[config.mk]
export PLATFORM = sky130hd
export DESIGN_NAME = nios_noc_bridge_flat
export DESIGN_NICKNAME = d
export VERILOG_FILES = /design/src/rtl/nios_noc_pkg.sv /design/src/rtl/nios_noc_bridge_if.sv /design/src/rtl/nios_noc_bridge_sync_fifo.sv /design/src/rtl/nios_noc_bridge.sv /design/src/flat_wrapper.sv
export SDC_FILE = /design/constraint.sdc
export NUM_CORES = 1
export LEC_CHECK = 0
export ABC_AREA = 1
export BUFFER_PORTS_ARGS = -buffer_cell sky130_fd_sc_hd__buf_2
export CAP_MARGIN = 25
export CORE_MARGIN = 1.5
export CORE_UTILIZATION = 34
export DETAILED_ROUTE_END_ITERATION = 7
export PLACE_DENSITY = 0.52
export SLEW_MARGIN = 20
export SYNTH_ARGS = -nofsm -noshare
export SYNTH_HDL_FRONTEND = slang
export SYNTH_SLANG_ARGS = --single-unit
[constraint.sdc]
create_clock -name clk -period 3.75 [get_ports clk]
set_input_delay 0.75 -clock clk [delete_from_list [all_inputs] [get_ports clk]]
set_output_delay 0.75 -clock clk [all_outputs]
set_load 0.01 [all_outputs]
[src/rtl/nios_noc_pkg.sv]
// Shared constants and types for the Nios PIO mailbox <-> NoC bridge.
// Holds PIO bit positions, default port width, packet and RX state types.
package nios_noc_pkg;

   // send_addr (Nios -> bridge) control bits
   localparam int TX_REQ_BIT   = 7;
   localparam int RX_ACK_BIT   = 6;

   // recv_addr (bridge -> Nios) status bits
   localparam int RX_VALID_BIT = 7;
   localparam int TX_FULL_BIT  = 6;
   localparam int RX_OVF_BIT   = 5;

   localparam int NOC_PORT_W   = 4;

   typedef struct packed {
      logic [NOC_PORT_W-1:0] port;
      logic [31:0]           data;
   } pkt_t;

   typedef enum logic [0:0] {
      RX_IDLE     = 1'b0,
      RX_WAIT_ACK = 1'b1
   } rx_state_e;

endpackage

[src/rtl/nios_noc_bridge_if.sv]
// Network injection/ejection port bundle of the bridge.
// master: bridge side (drives net_tx_*, net_rx_ready); slave: network side.
interface nios_noc_bridge_if #(
   parameter int PORT_W = 4
);
   logic              net_tx_valid;
   logic [PORT_W-1:0] net_tx_dest;
   logic [31:0]       net_tx_data;
   logic              net_tx_ready;
   logic              net_rx_valid;
   logic [PORT_W-1:0] net_rx_src;
   logic [31:0]       net_rx_data;
   logic              net_rx_ready;

   modport master (
      output net_tx_valid, net_tx_dest, net_tx_data, net_rx_ready,
      input  net_tx_ready, net_rx_valid, net_rx_src, net_rx_data
   );

   modport slave (
      input  net_tx_valid, net_tx_dest, net_tx_data, net_rx_ready,
      output net_tx_ready, net_rx_valid, net_rx_src, net_rx_data
   );
endinterface

[src/rtl/nios_noc_bridge_sync_fifo.sv]
// Single-clock show-ahead FIFO with extra-MSB pointers.
// Ports: push_i/din_i write, pop_i/dout_o read head, full_o/empty_o/count_o status.
module sync_fifo #(
   parameter int W     = 36,
   parameter int DEPTH = 4
) (
   input  logic                     clk,
   input  logic                     rst_n,
   input  logic                     push_i,
   input  logic                     pop_i,
   input  logic [W-1:0]             din_i,
   output logic [W-1:0]             dout_o,
   output logic                     full_o,
   output logic                     empty_o,
   output logic [$clog2(DEPTH):0]   count_o
);
   localparam int AW = $clog2(DEPTH);

   logic [W-1:0] mem_q [DEPTH];
   logic [AW:0]  wr_q, wr_d;
   logic [AW:0]  rd_q, rd_d;
   logic         do_push, do_pop;

   // Same index with differing MSB means the writer lapped the reader.
   assign empty_o = (wr_q == rd_q);
   assign full_o  = (wr_q[AW] != rd_q[AW]) &&
                    (wr_q[AW-1:0] == rd_q[AW-1:0]);
   assign count_o = wr_q - rd_q;
   assign dout_o  = mem_q[rd_q[AW-1:0]];

   assign do_push = push_i && !full_o;
   assign do_pop  = pop_i && !empty_o;

   assign wr_d = do_push ? wr_q + 1'b1 : wr_q;
   assign rd_d = do_pop ? rd_q + 1'b1 : rd_q;

   always_ff @(posedge clk or negedge rst_n) begin
      if (!rst_n) begin
         wr_q <= '0;
         rd_q <= '0;
      end else begin
         wr_q <= wr_d;
         rd_q <= rd_d;
      end
   end

   always_ff @(posedge clk) begin
      if (do_push) mem_q[wr_q[AW-1:0]] <= din_i;
   end
endmodule

[src/rtl/nios_noc_bridge.sv]
// Nios send/recv PIO mailbox to NoC injection/ejection bridge, toggle handshakes.
// Ports: clk, reset_n, send_addr/send_data (PIO in), recv_addr/recv_data (PIO out), net (NoC).
module nios_noc_bridge
   import nios_noc_pkg::*;
#(
   parameter int FIFO_DEPTH = 4,
   parameter int PORT_W     = NOC_PORT_W
) (
   input  logic               clk,
   input  logic               reset_n,
   input  logic [7:0]         send_addr,
   input  logic [31:0]        send_data,
   output logic [7:0]         recv_addr,
   output logic [31:0]        recv_data,
   nios_noc_bridge_if.master  net
);
   localparam int CW = $clog2(FIFO_DEPTH) + 1;
   localparam int PW = PORT_W + 32;

   localparam logic [0:0] IDLE     = RX_IDLE;
   localparam logic [0:0] WAIT_ACK = RX_WAIT_ACK;

   logic [7:0]        s_addr_q;
   logic [31:0]       s_data_q;
   logic              tx_hist_q;
   logic              ack_hist_q;
   logic              tx_full_q;
   logic              alive_q;
   logic [0:0]        rx_state_q, rx_state_d;
   logic              rv_q, rv_d;
   logic [PORT_W-1:0] pres_src_q, pres_src_d;
   logic [31:0]       pres_data_q, pres_data_d;
   logic              ovf_q;
   logic [7:0]        ovf_cnt_q;

   logic              tx_evt, tx_push, tx_pop;
   logic              tx_full, tx_empty;
   logic [CW-1:0]     tx_cnt;
   logic [PW-1:0]     tx_din, tx_dout;

   logic              ack_evt, rx_push, rx_pop;
   logic              rx_full, rx_empty, ovf_hit;
   logic [CW-1:0]     rx_cnt;
   logic [PW-1:0]     rx_din, rx_dout;

   logic              unused_addr;

   assign unused_addr = ^s_addr_q[5:4];

   // TX: a flip of the request bit enqueues dest+payload captured with it.
   assign tx_evt  = s_addr_q[TX_REQ_BIT] ^ tx_hist_q;
   assign tx_push = tx_evt && !tx_full;
   assign tx_din  = {PORT_W'(s_addr_q[3:0]), s_data_q};
   assign tx_pop  = net.net_tx_valid && net.net_tx_ready;

   sync_fifo #(.W(PW), .DEPTH(FIFO_DEPTH)) u_tx_fifo (
      .clk     (clk),
      .rst_n   (reset_n),
      .push_i  (tx_push),
      .pop_i   (tx_pop),
      .din_i   (tx_din),
      .dout_o  (tx_dout),
      .full_o  (tx_full),
      .empty_o (tx_empty),
      .count_o (tx_cnt)
   );

   assign net.net_tx_valid = !tx_empty;
   assign net.net_tx_dest  = tx_empty ? '0 : tx_dout[PW-1:32];
   assign net.net_tx_data  = tx_empty ? '0 : tx_dout[31:0];

   // RX: ready is held low during reset and until the first clock after it.
   assign net.net_rx_ready = alive_q && !rx_full;
   assign rx_push = net.net_rx_valid && net.net_rx_ready;
   assign rx_din  = {net.net_rx_src, net.net_rx_data};
   assign ack_evt = s_addr_q[RX_ACK_BIT] ^ ack_hist_q;
   assign ovf_hit = net.net_rx_valid && (rx_cnt == CW'(FIFO_DEPTH));

   sync_fifo #(.W(PW), .DEPTH(FIFO_DEPTH)) u_rx_fifo (
      .clk     (clk),
      .rst_n   (reset_n),
      .push_i  (rx_push),
      .pop_i   (rx_pop),
      .din_i   (rx_din),
      .dout_o  (rx_dout),
      .full_o  (rx_full),
      .empty_o (rx_empty),
      .count_o (rx_cnt)
   );

   // Payload and valid toggle load together, so data is never stale.
   always_comb begin
      rx_state_d  = rx_state_q;
      rv_d        = rv_q;
      pres_src_d  = pres_src_q;
      pres_data_d = pres_data_q;
      rx_pop      = 1'b0;
      unique case (rx_state_q)
         IDLE: begin
            if (!rx_empty) begin
               rx_pop      = 1'b1;
               pres_src_d  = rx_dout[PW-1:32];
               pres_data_d = rx_dout[31:0];
               rv_d        = ~rv_q;
               rx_state_d  = WAIT_ACK;
            end
         end
         WAIT_ACK: begin
            if (ack_evt) rx_state_d = IDLE;
         end
      endcase
   end

   always_ff @(posedge clk or negedge reset_n) begin
      if (!reset_n) begin
         s_addr_q    <= '0;
         s_data_q    <= '0;
         tx_hist_q   <= 1'b0;
         ack_hist_q  <= 1'b0;
         tx_full_q   <= 1'b0;
         alive_q     <= 1'b0;
         rx_state_q  <= IDLE;
         rv_q        <= 1'b0;
         pres_src_q  <= '0;
         pres_data_q <= '0;
         ovf_q       <= 1'b0;
         ovf_cnt_q   <= '0;
      end else begin
         s_addr_q    <= send_addr;
         s_data_q    <= send_data;
         tx_hist_q   <= s_addr_q[TX_REQ_BIT];
         ack_hist_q  <= s_addr_q[RX_ACK_BIT];
         tx_full_q   <= (tx_cnt == CW'(FIFO_DEPTH));
         alive_q     <= 1'b1;
         rx_state_q  <= rx_state_d;
         rv_q        <= rv_d;
         pres_src_q  <= pres_src_d;
         pres_data_q <= pres_data_d;
         // Sticky after the 256th consecutive blocked cycle.
         if (!ovf_hit) begin
            ovf_cnt_q <= '0;
         end else if (ovf_cnt_q == 8'hFF) begin
            ovf_q <= 1'b1;
         end else begin
            ovf_cnt_q <= ovf_cnt_q + 8'd1;
         end
      end
   end

   always_comb begin
      recv_addr               = '0;
      recv_addr[RX_VALID_BIT] = rv_q;
      recv_addr[TX_FULL_BIT]  = tx_full_q;
      recv_addr[RX_OVF_BIT]   = ovf_q;
      recv_addr[3:0]          = 4'(pres_src_q);
   end

   assign recv_data = pres_data_q;
endmodule

[src/flat_wrapper.sv]
// flat-port wrapper written by rule: the top's interface ports become plain ports
module nios_noc_bridge_flat import nios_noc_pkg::*;
#(
   parameter int FIFO_DEPTH = 4,
   parameter int PORT_W     = NOC_PORT_W
)
  (clk, reset_n, send_addr, send_data, recv_addr, recv_data, net_net_tx_valid, net_net_tx_dest, net_net_tx_data, net_net_rx_ready, net_net_tx_ready, net_net_rx_valid, net_net_rx_src, net_net_rx_data);
  nios_noc_bridge_if #(.PORT_W(PORT_W)) net_i ();
  input  logic clk;
  input  logic reset_n;
  input  logic [7:0] send_addr;
  input  logic [31:0] send_data;
  output logic [7:0] recv_addr;
  output logic [31:0] recv_data;
  output wire logic [$bits(net_i.net_tx_valid)-1:0] net_net_tx_valid;
  output wire logic [$bits(net_i.net_tx_dest)-1:0] net_net_tx_dest;
  output wire logic [$bits(net_i.net_tx_data)-1:0] net_net_tx_data;
  output wire logic [$bits(net_i.net_rx_ready)-1:0] net_net_rx_ready;
  input wire logic [$bits(net_i.net_tx_ready)-1:0] net_net_tx_ready;
  input wire logic [$bits(net_i.net_rx_valid)-1:0] net_net_rx_valid;
  input wire logic [$bits(net_i.net_rx_src)-1:0] net_net_rx_src;
  input wire logic [$bits(net_i.net_rx_data)-1:0] net_net_rx_data;
  assign net_net_tx_valid = net_i.net_tx_valid;
  assign net_net_tx_dest = net_i.net_tx_dest;
  assign net_net_tx_data = net_i.net_tx_data;
  assign net_net_rx_ready = net_i.net_rx_ready;
  assign net_i.net_tx_ready = net_net_tx_ready;
  assign net_i.net_rx_valid = net_net_rx_valid;
  assign net_i.net_rx_src = net_net_rx_src;
  assign net_i.net_rx_data = net_net_rx_data;
  nios_noc_bridge #(.FIFO_DEPTH(FIFO_DEPTH), .PORT_W(PORT_W)) u_core (.clk(clk), .reset_n(reset_n), .send_addr(send_addr), .send_data(send_data), .recv_addr(recv_addr), .recv_data(recv_data), .net(net_i));
endmodule
==> flow_metrics.env, run 1 <==
export IMPL_cts_tree="yes"
export IMPL_post_cts_setup_buffers=0
export IMPL_coreArea_sq_um=43300
export IMPL_grt_overflow_total=0
export IMPL_pin_count=158
export IMPL_crit_fanout=58
export IMPL_synthTopCellsByCount="nor2_1, edfxtp_1, nand2_1"
export IMPL_synth_async_reset_ratio_pct=26.0
export IMPL_postCtsResizedCells=0
export IMPL_synth_cell_types=28
export IMPL_grt_max_degree=74
export IMPL_peakVddDrop_mv=0.371
export IMPL_start_util_pct=34.6
export IMPL_slew_headroom_pct=43.5
export IMPL_drv_slew=0
export IMPL_endpoint_kind="output pin"
export IMPL_hold_viol=0
export IMPL_synthCells=1239
export IMPL_rsz0062_at_grt="no"
export IMPL_track_usage_pct=15.2
export IMPL_cts_root_buf="clkbuf_16"
export IMPL_num_vias=9163
export IMPL_die_area_sq_um=45400
export IMPL_fin_crit_ns=3.31
export IMPL_antenna_found_initial=8
export IMPL_synth_seq_cells=389
export IMPL_tightest_slew_ns=0.846
export IMPL_ys_seq_area_share_pct=74.6
export IMPL_p_sw_share_pct=35.9
export IMPL_portBuffers=154
export IMPL_dpl_hpwl_mm=19.1
export IMPL_drv_cap=0
export IMPL_placement_cell_area_sq_um=16500
export IMPL_die_x_microns=213
export IMPL_synth_adder_area_share_pct=1.25
export IMPL_htree_num_levels=2
export IMPL_setup_violations=0
export IMPL_syn2layout_area_growth_pct=20.0
export IMPL_drtPass1Iterations=5
export IMPL_yosys_warnings=0
export IMPL_seqPwrFrac_pct=38.1
export IMPL_min_period_over_period_pct=88.2
export IMPL_nets=1494
export IMPL_yosys_area_top_type="edfxtp_1"
export IMPL_clk_pin_slew_ns=0.07
export IMPL_synth_mux_area_share_pct=0
export IMPL_p_int_w=0.00987
export IMPL_cp_arrival_ns=2.56
export IMPL_drtIter0Drc=607
export IMPL_avgRoutedWirePerCell_microns=16.7
export IMPL_status="complete, no violations"
export IMPL_cts_sinks=389
export IMPL_synth_edf_count=288
export IMPL_synth_avg_cell_area_sq_um=12.1
export IMPL_clock_power_share_pct=28.1
export IMPL_hp_class="in -> async"
export IMPL_clock_fmax_ghz=0.302
export IMPL_critPathKind="reg -> out"
export IMPL_synth_top_family_by_area="simple AND/OR/NAND/NOR gates"
export IMPL_crit_path_start_kind="flop"
export IMPL_grt_pass1_wl_mm=52.2
export IMPL_power_density_nw_per_um2=855
export IMPL_globalplace_congestion=0.719
export IMPL_antenna_left=0
export IMPL_ys_flop_type="edfxtp_1"
export IMPL_tns_ns=0
export IMPL_fin_area_sq_um=18000
export IMPL_yosysMostFrequentCell="nor2_1"
export IMPL_utilization_pct=41.6
export IMPL_r2r_slack_ns=1.07
export IMPL_first_global_vias=9117
export IMPL_synth_area_sq_um=15000
export IMPL_cts_made_buffers=43
export IMPL_synthSimpleGateAreaFrac_pct=13.6
export IMPL_max_clock_path_buffers=3
export IMPL_finClkSkew_ns=0.0352
export IMPL_required_ns=3.00
export IMPL_p_comb_share_pct=33.7
export IMPL_drc=0
export IMPL_clk_latency_ns=0.58
export IMPL_drt_total_wl_mm=33.9
export IMPL_synth_compound_area_share_pct=6.71
export IMPL_drive_gt1_share_pct=18.6
export IMPL_fp_dieH_microns=213
export IMPL_rows=76
export IMPL_synthTopCellsByArea="edfxtp_1, dfrtp_1, nor2_1"
export IMPL_synth_nets=1334
export IMPL_p_switching_w=0.00552
export IMPL_ctsHoldBuffers=0
export IMPL_leakage_nw=7.07
export IMPL_synth_xor_area_share_pct=0.751
export IMPL_via_per_inst=4.53
export IMPL_yosys_area_top_type_share_pct=57.7
[layer usage]
layer	track usage, %	vias to the layer above	share of wire [%]
met5	0	-	0.080
met2	25.0	181	47
li1	-	4545	-
met3	4.19	63	6.5
met4	4.70	6	2.1
met1	19.5	4368	44
[cell usage in the layout, fill, tap and decap left out, types with 2 or more instances in the layout]
master,synthesis,final
ha_1,15,15
buf_12,0,9
nor2_4,0,8
o21ai_0,137,137
buf_4,8,13
clkbuf_8,0,7
inv_1,28,28
clkinv_2,0,4
nand4_1,7,7
diode_2,0,4
conb_1,2,2
o21ai_1,13,13
nand2_1,197,197
clkinv_1,0,3
xor2_1,8,8
edfxtp_1,288,288
bufinv_16,0,5
inv_2,6,6
xnor2_1,3,3
a21oi_2,4,3
dfrtp_2,0,3
clkbuf_16,0,44
buf_2,26,153
clkbuf_1,17,11
clkinv_4,0,3
nand2_2,2,2
nand3_1,14,14
nor2_1,307,299
dfrtp_1,101,98
a21oi_1,41,41
[flip-flops by register name (all words and copies together), names as in the netlist, 4 cells and up]
signal                  cells
u_core.pres_src_q           4
u_core.u_tx_fifo.mem_q    144
u_core.u_rx_fifo.mem_q    144
u_core.recv_data           32
u_core.ovf_cnt_q            8
u_core.s_addr_q             6
u_core.s_data_q            32
[final timing paths]
path / endpoint / cells past startpoint / startpoint
setup / recovery: net_net_tx_data[19] / 6 / u_core.u_tx_fifo.rd_q[0]
hold / removal: u_core.ovf_q / 1 / reset_n
setup reg to reg: u_core.u_rx_fifo.mem_q[0][27] / 8 / u_core.u_rx_fifo.wr_q[0]
hold reg to reg: u_core.ack_hist_q / 0 / u_core.s_addr_q[6]
max in group asynchronous: u_core.recv_data[19] / 2 / reset_n
min in group clk: u_core.s_data_q[17] / 1 / send_data[17]
[cells by family (layout without fill, tap and decap cells)]
| group | count (synthesis) | after routing |
|---|---|---|
| AOI/OAI and AO/OA | 197 | 197 |
| xor gates and xnor gates | 12 | 12 |
| adders and majority gates | 15 | 15 |
| buffers and inverters | 95 | 289 |
| DFF | 389 | 389 |
| other | 2 | 6 |
| and+or+nand+nor | 529 | 529 |
[area by class of cell]
type                    count  area, sq um
fillers                  4070        25300
flip-flops and latches    389        11200
multi-input cells         755         3420
clock buffers              62         1240
repair buffers            175         1040
well taps                 585          732
clock inverters            17          233
inverters                  35          134
diodes                      4         10.0
[metrics by stage]
| stage | hold WS [ns] | power (W) | instances | worst slack [ns] |
|---|---|---|---|---|
| after floorplan | 0.372 | 0.00933 | 1239 | 0.315 |
| after global placement | 0.387 | 0.0112 | 1937 | 0.996 |
| after detailed placement | 0.387 | 0.0112 | 1937 | 0.996 |
| after CTS | 0.131 | 0.0156 | 2016 | 0.402 |
| after global routing | 0.160 | 0.0165 | 2020 | 0.293 |
| final | 0.142 | 0.0154 | 2022 | 0.441 |
[critical path, cell delays in order, from the launching register on]
cell and delay [ns]:
dfrtp_2 0.60, buf_4 0.62, nor2_1 0.11, nor2_1 0.09, o21ai_0 0.08, a21oi_1 0.26, buf_2 0.18
[power by group through the flow]
stage / Clock [W] / Sequential [W] / Combinational [W]
finish: 0.00433 / 0.00587 / 0.00519
global route: 0.00463 / 0.00595 / 0.00591
CTS: 0.00445 / 0.00588 / 0.00530
detailed placement: 0 / 0.00596 / 0.00528
global placement: 0 / 0.00594 / 0.00525
floorplan: 0 / 0.00598 / 0.00335
Note: power is estimated with default switching activity, not from simulation.
==> run 2: changes to the inputs <==
--- a/config.mk
+++ b/config.mk
@@ -9,9 +9,9 @@
 export BUFFER_PORTS_ARGS = -buffer_cell sky130_fd_sc_hd__buf_2
 export CAP_MARGIN = 25
 export CORE_MARGIN = 1.5
-export CORE_UTILIZATION = 34
+export CORE_UTILIZATION = 50
 export DETAILED_ROUTE_END_ITERATION = 7
-export PLACE_DENSITY = 0.52
+export PLACE_DENSITY = 0.71
 export SLEW_MARGIN = 20
 export SYNTH_ARGS = -nofsm -noshare
 export SYNTH_HDL_FRONTEND = slang
==> flow_metrics.env, run 2 (synthesis results as in run 1) <==
export IMPL_via_per_inst=5.10
export IMPL_globalplace_congestion=0.752
export IMPL_crit_path_start_kind="flop"
export IMPL_dp_cells=1744
export IMPL_antenna_found_initial=4
export IMPL_p_total_w=0.0151
export IMPL_layout_common_cells="nor2_1, edfxtp_1, nand2_1"
export IMPL_syn2layout_area_growth_pct=17.8
export IMPL_finClkSkew_ns=0.0180
export IMPL_register_area_sq_um=11200
export IMPL_pin_count=158
export IMPL_hp_class="in -> async"
export IMPL_grt_max_degree=75
export IMPL_fin_cells=1823
export IMPL_crit_fanout=60
export IMPL_slew_headroom_pct=36.2
export IMPL_postCtsResizedCells=0
export IMPL_fin_crit_ns=3.25
export IMPL_drc=0
export IMPL_power_density_nw_per_um2=856
export IMPL_htree_num_levels=2
export IMPL_drv_cap=0
export IMPL_seqPwrFrac_pct=38.8
export IMPL_clock_fmax_ghz=0.308
export IMPL_first_global_vias=9212
export IMPL_drtPass1Iterations=5
export IMPL_start_util_pct=50.7
export IMPL_die_area_sq_um=31000
export IMPL_drv_slew=0
export IMPL_setup_violations=0
export IMPL_drive_gt1_share_pct=18.3
export IMPL_p_sw_share_pct=35.3
export IMPL_clock_power_share_pct=27.6
export IMPL_multi_input_comb_area_sq_um=3420
export IMPL_cts_root_buf="clkbuf_16"
export IMPL_tns_ns=0
export IMPL_utilization_pct=59.7
export IMPL_required_ns=3.00
export IMPL_p_switching_w=0.00533
export IMPL_cts_tree="yes"
export IMPL_min_period_over_period_pct=86.7
export IMPL_num_vias=9301
export IMPL_drt_total_wl_mm=30.1
export IMPL_fp_dieH_microns=176
export IMPL_nets=1492
export IMPL_coreArea_sq_um=29600
export IMPL_hold_viol=0
export IMPL_rsz0062_at_grt="no"
export IMPL_rows=63
export IMPL_antenna_left=0
export IMPL_drtIter0Drc=503
export IMPL_track_usage_pct=19.7
export IMPL_cts_sinks=389
export IMPL_p_comb_share_pct=33.5
export IMPL_endpoint_kind="output pin"
export IMPL_peakVddDrop_mv=0.500
export IMPL_p_int_w=0.00978
export IMPL_die_x_microns=176
export IMPL_portBuffers=154
export IMPL_status="complete, no violations"
export IMPL_final_common_cell="nor2_1"
export IMPL_clk_pin_slew_ns=0.06
export IMPL_leakage_nw=7.04
export IMPL_cts_made_buffers=40
export IMPL_ctsHoldBuffers=0
export IMPL_grt_pass1_wl_mm=47.3
export IMPL_avgRoutedWirePerCell_microns=16.5
export IMPL_dpl_hpwl_mm=17.2
export IMPL_post_cts_setup_buffers=0
export IMPL_grt_overflow_total=0
export IMPL_critPathKind="reg -> out"
export IMPL_max_clock_path_buffers=3
export IMPL_clk_latency_ns=0.53
export IMPL_tightest_slew_ns=0.953
export IMPL_fill_cells=2335
export IMPL_cp_arrival_ns=2.50
[run 2: changes by cell type in the layout (fill, tap and decap cells not counted), moves of 3 or more]
cell / before / now
buf_4: 13 / 17
buf_12: 9 / 6
clkbuf_1: 11 / 8
clkbuf_8: 7 / 3
clkinv_4: 3 / 0
[run 2: layer usage]
layer	up-vias	part of all wire, %	GRT usage, %
met5	-	0	0
met4	0	1.9	6.41
met3	58	6.0	4.18
met2	219	51	34.9
met1	4501	41	24.0
li1	4523	-	-
[run 2: area by class of cell]
class | instances | area share, %
clock inverter | 21 | 1.66
antenna | 4 | 0.0567
inverter | 35 | 0.758
sequential | 389 | 63.3
tap | 390 | 2.76
timing repair buffer | 176 | 5.74
multi-input combinational | 755 | 19.3
clock buffer | 53 | 6.36
[run 2: worst max-delay path, cell delays in order (launching register included)]
cell     delay, ns
dfrtp_2       0.57
buf_4         0.61
nor2_1        0.12
nor2_1        0.12
o21ai_0       0.10
a21oi_1       0.26
buf_2         0.18
[run 2: worst paths after layout]
path	from	to	slack [ns]	cells past startpoint
min	reset_n	u_core.s_addr_q[0]	0.20	1
max	u_core.u_tx_fifo.rd_q[0]	net_net_tx_data[31]	0.50	6
max reg2reg	u_core.u_rx_fifo.wr_q[0]	u_core.u_rx_fifo.mem_q[1][23]	0.89	8
max in group asynchronous	reset_n	u_core.recv_data[20]	2.94	2
min in group clk	send_data[11]	u_core.s_data_q[11]	0.32	1
min reg2reg	u_core.s_addr_q[6]	u_core.ack_hist_q	0.40	0
[run 2: power by group through the flow]
stage	Combinational [W]	Sequential, W	Clock, W
finish	0.00506	0.00586	0.00418
global route	0.00571	0.00593	0.00442
CTS	0.00515	0.00586	0.00425
detailed placement	0.00513	0.00594	0
global placement	0.00499	0.00591	0
floorplan	0.00335	0.00598	0
[run 2: metrics by stage]
step,area (sq um),hold slack [ns],worst slack (ns)
global route,17600,0.229,0.360
detailed placement,16200,0.393,0.909
floorplan,15000,0.372,0.315
global placement,16200,0.385,0.943
finish,17700,0.195,0.500
CTS,17600,0.305,0.506
==> run 3: changes to the inputs <==
--- a/config.mk
+++ b/config.mk
@@ -11,6 +11,7 @@
 export CORE_MARGIN = 1.5
 export CORE_UTILIZATION = 50
 export DETAILED_ROUTE_END_ITERATION = 7
+export GPL_TIMING_DRIVEN = 0
 export PLACE_DENSITY = 0.71
 export SLEW_MARGIN = 20
 export SYNTH_ARGS = -nofsm -noshare
==> flow_metrics.env, run 3 (synthesis results as in run 1) <==
export IMPL_ctsHoldBuffers=0
export IMPL_crit_start="u_core.u_tx_fifo.rd_q[1]"
export IMPL_drive_gt1_share_pct=19.4
export IMPL_status="complete, no violations"
export IMPL_nets=1540
export IMPL_clock_power_share_pct=25.5
export IMPL_globalplace_congestion=0.780
export IMPL_seqPwrFrac_pct=38.2
export IMPL_hold_viol=0
export IMPL_wl_met2_mm=16.4
export IMPL_layout_common_cells="nor2_1, edfxtp_1, nand2_1"
export IMPL_r2r_start="u_core.u_rx_fifo.rd_q[1]"
export IMPL_wl_met1_mm=13.1
export IMPL_portBuffers=154
export IMPL_clk_latency_ns=0.53
export IMPL_antenna_found_initial=6
export IMPL_rows=63
export IMPL_cts_made_buffers=40
export IMPL_post_cts_setup_buffers=0
export IMPL_cts_sinks=389
export IMPL_grt_pass1_wl_mm=50.4
export IMPL_coreArea_sq_um=29600
export IMPL_crit_fanout=19
export IMPL_final_common_cell="nor2_1"
export IMPL_fin_ws_ns=0.457
export IMPL_grt_overflow_total=0
export IMPL_tightest_slew_ns=0.757
export IMPL_max_clock_path_buffers=3
export IMPL_clk_pin_slew_ns=0.06
export IMPL_p_total_w=0.0153
export IMPL_required_ns=3.00
export IMPL_grt_max_degree=65
export IMPL_min_period_over_period_pct=87.8
export IMPL_finClkSkew_ns=0.0163
export IMPL_drv_cap=0
export IMPL_antenna_left=0
export IMPL_peakVddDrop_mv=0.515
export IMPL_htree_num_levels=2
export IMPL_cts_tree="yes"
export IMPL_first_global_vias=9301
export IMPL_num_vias=9492
export IMPL_drv_slew=0
export IMPL_via_per_inst=5.07
export IMPL_die_area_sq_um=31000
export IMPL_crit_path_start_kind="flop"
export IMPL_fin_cells=1871
export IMPL_r2r_slack_ns=0.55
export IMPL_cp_arrival_ns=2.54
export IMPL_fp_dieH_microns=176
export IMPL_postCtsResizedCells=0
export IMPL_pin_count=158
export IMPL_drc=0
export IMPL_rsz0062_at_grt="no"
export IMPL_setup_violations=0
export IMPL_drt_total_wl_mm=32.6
export IMPL_track_usage_pct=21.2
export IMPL_p_sw_share_pct=36.4
export IMPL_dp_cells=1794
export IMPL_clock_fmax_ghz=0.304
export IMPL_p_switching_w=0.00556
export IMPL_hp_class="in -> async"
export IMPL_drtIter0Drc=656
export IMPL_leakage_nw=7.16
export IMPL_slew_headroom_pct=49.4
export IMPL_fin_crit_ns=3.29
export IMPL_post_place_ws_ns=0.525
export IMPL_tns_ns=0
export IMPL_start_util_pct=50.7
export IMPL_dpl_hpwl_mm=20.8
export IMPL_die_x_microns=176
export IMPL_power_density_nw_per_um2=853
export IMPL_p_comb_share_pct=36.3
export IMPL_critPathKind="reg -> out"
export IMPL_avgRoutedWirePerCell_microns=17.4
export IMPL_top_layer_used="met5"
export IMPL_p_int_w=0.00971
export IMPL_drtPass1Iterations=5
export IMPL_syn2layout_area_growth_pct=19.5
export IMPL_cts_root_buf="clkbuf_16"
export IMPL_dr_wl_met3_mm=2.42
export IMPL_endpoint_kind="output pin"
==> run 3: final timing paths <==
check	end	cells past startpoint
setup reg to reg	u_core.u_rx_fifo.mem_q[0][30]	10
min in group clk	u_core.s_data_q[3]	1
max in group asynchronous	u_core.recv_data[23]	2
hold reg to reg	u_core.tx_hist_q	0
hold / removal	u_core.tx_hist_q	1
setup / recovery	net_net_tx_data[27]	9
==> run 3: power groups by stage <==
| stage | Clock (W) | Combinational, W | Sequential, W |
|---|---|---|---|
| floorplan | 0 | 0.00335 | 0.00598 |
| global placement | 0 | 0.00530 | 0.00594 |
| detailed placement | 0 | 0.00559 | 0.00591 |
| CTS | 0.00395 | 0.00565 | 0.00584 |
| global route | 0.00413 | 0.00622 | 0.00591 |
| finish | 0.00389 | 0.00555 | 0.00583 |
==> run 3: per-stage QoR <==
step | util (%) | hold slack, ns | instance area, sq um
3_3_place_gp | 55.0 | 0.382 | 16200
5_1_grt | 60.6 | 0.156 | 17900
4_1_cts | 60.6 | 0.142 | 17900
6_report | 60.6 | 0.136 | 17900
3_5_place_dp | 56.2 | 0.384 | 16600
2_1_floorplan | - | 0.372 | 15000
==> run 3: area by class of cell <==
cell class	count	area (sq um)
inverter	35	134
buffer	59	329
fill	2275	11600
antenna	4	10.0
multi-input combinational	755	3410
timing repair buffer	165	1060
tap	390	488
clock inverter	15	148
clock buffer	59	1150
sequential	389	11200
==> run 3: worst max-delay path: stages, from the launching register on <==
cell and delay (ns):
dfrtp_1 0.41, inv_2 0.33, ha_1 0.33, nand2_1 0.07, inv_1 0.07, nand2_4 0.11, inv_4 0.08, buf_6 0.16
a21oi_1 0.25, buf_2 0.19
==> run 3: routing by layer <==
layer / track usage (%) / vias up
met5: 0 / -
met3: 5.60 / 51
li1: - / 4629
met1: 26.2 / 4518
met2: 36.7 / 288
met4: 5.88 / 6
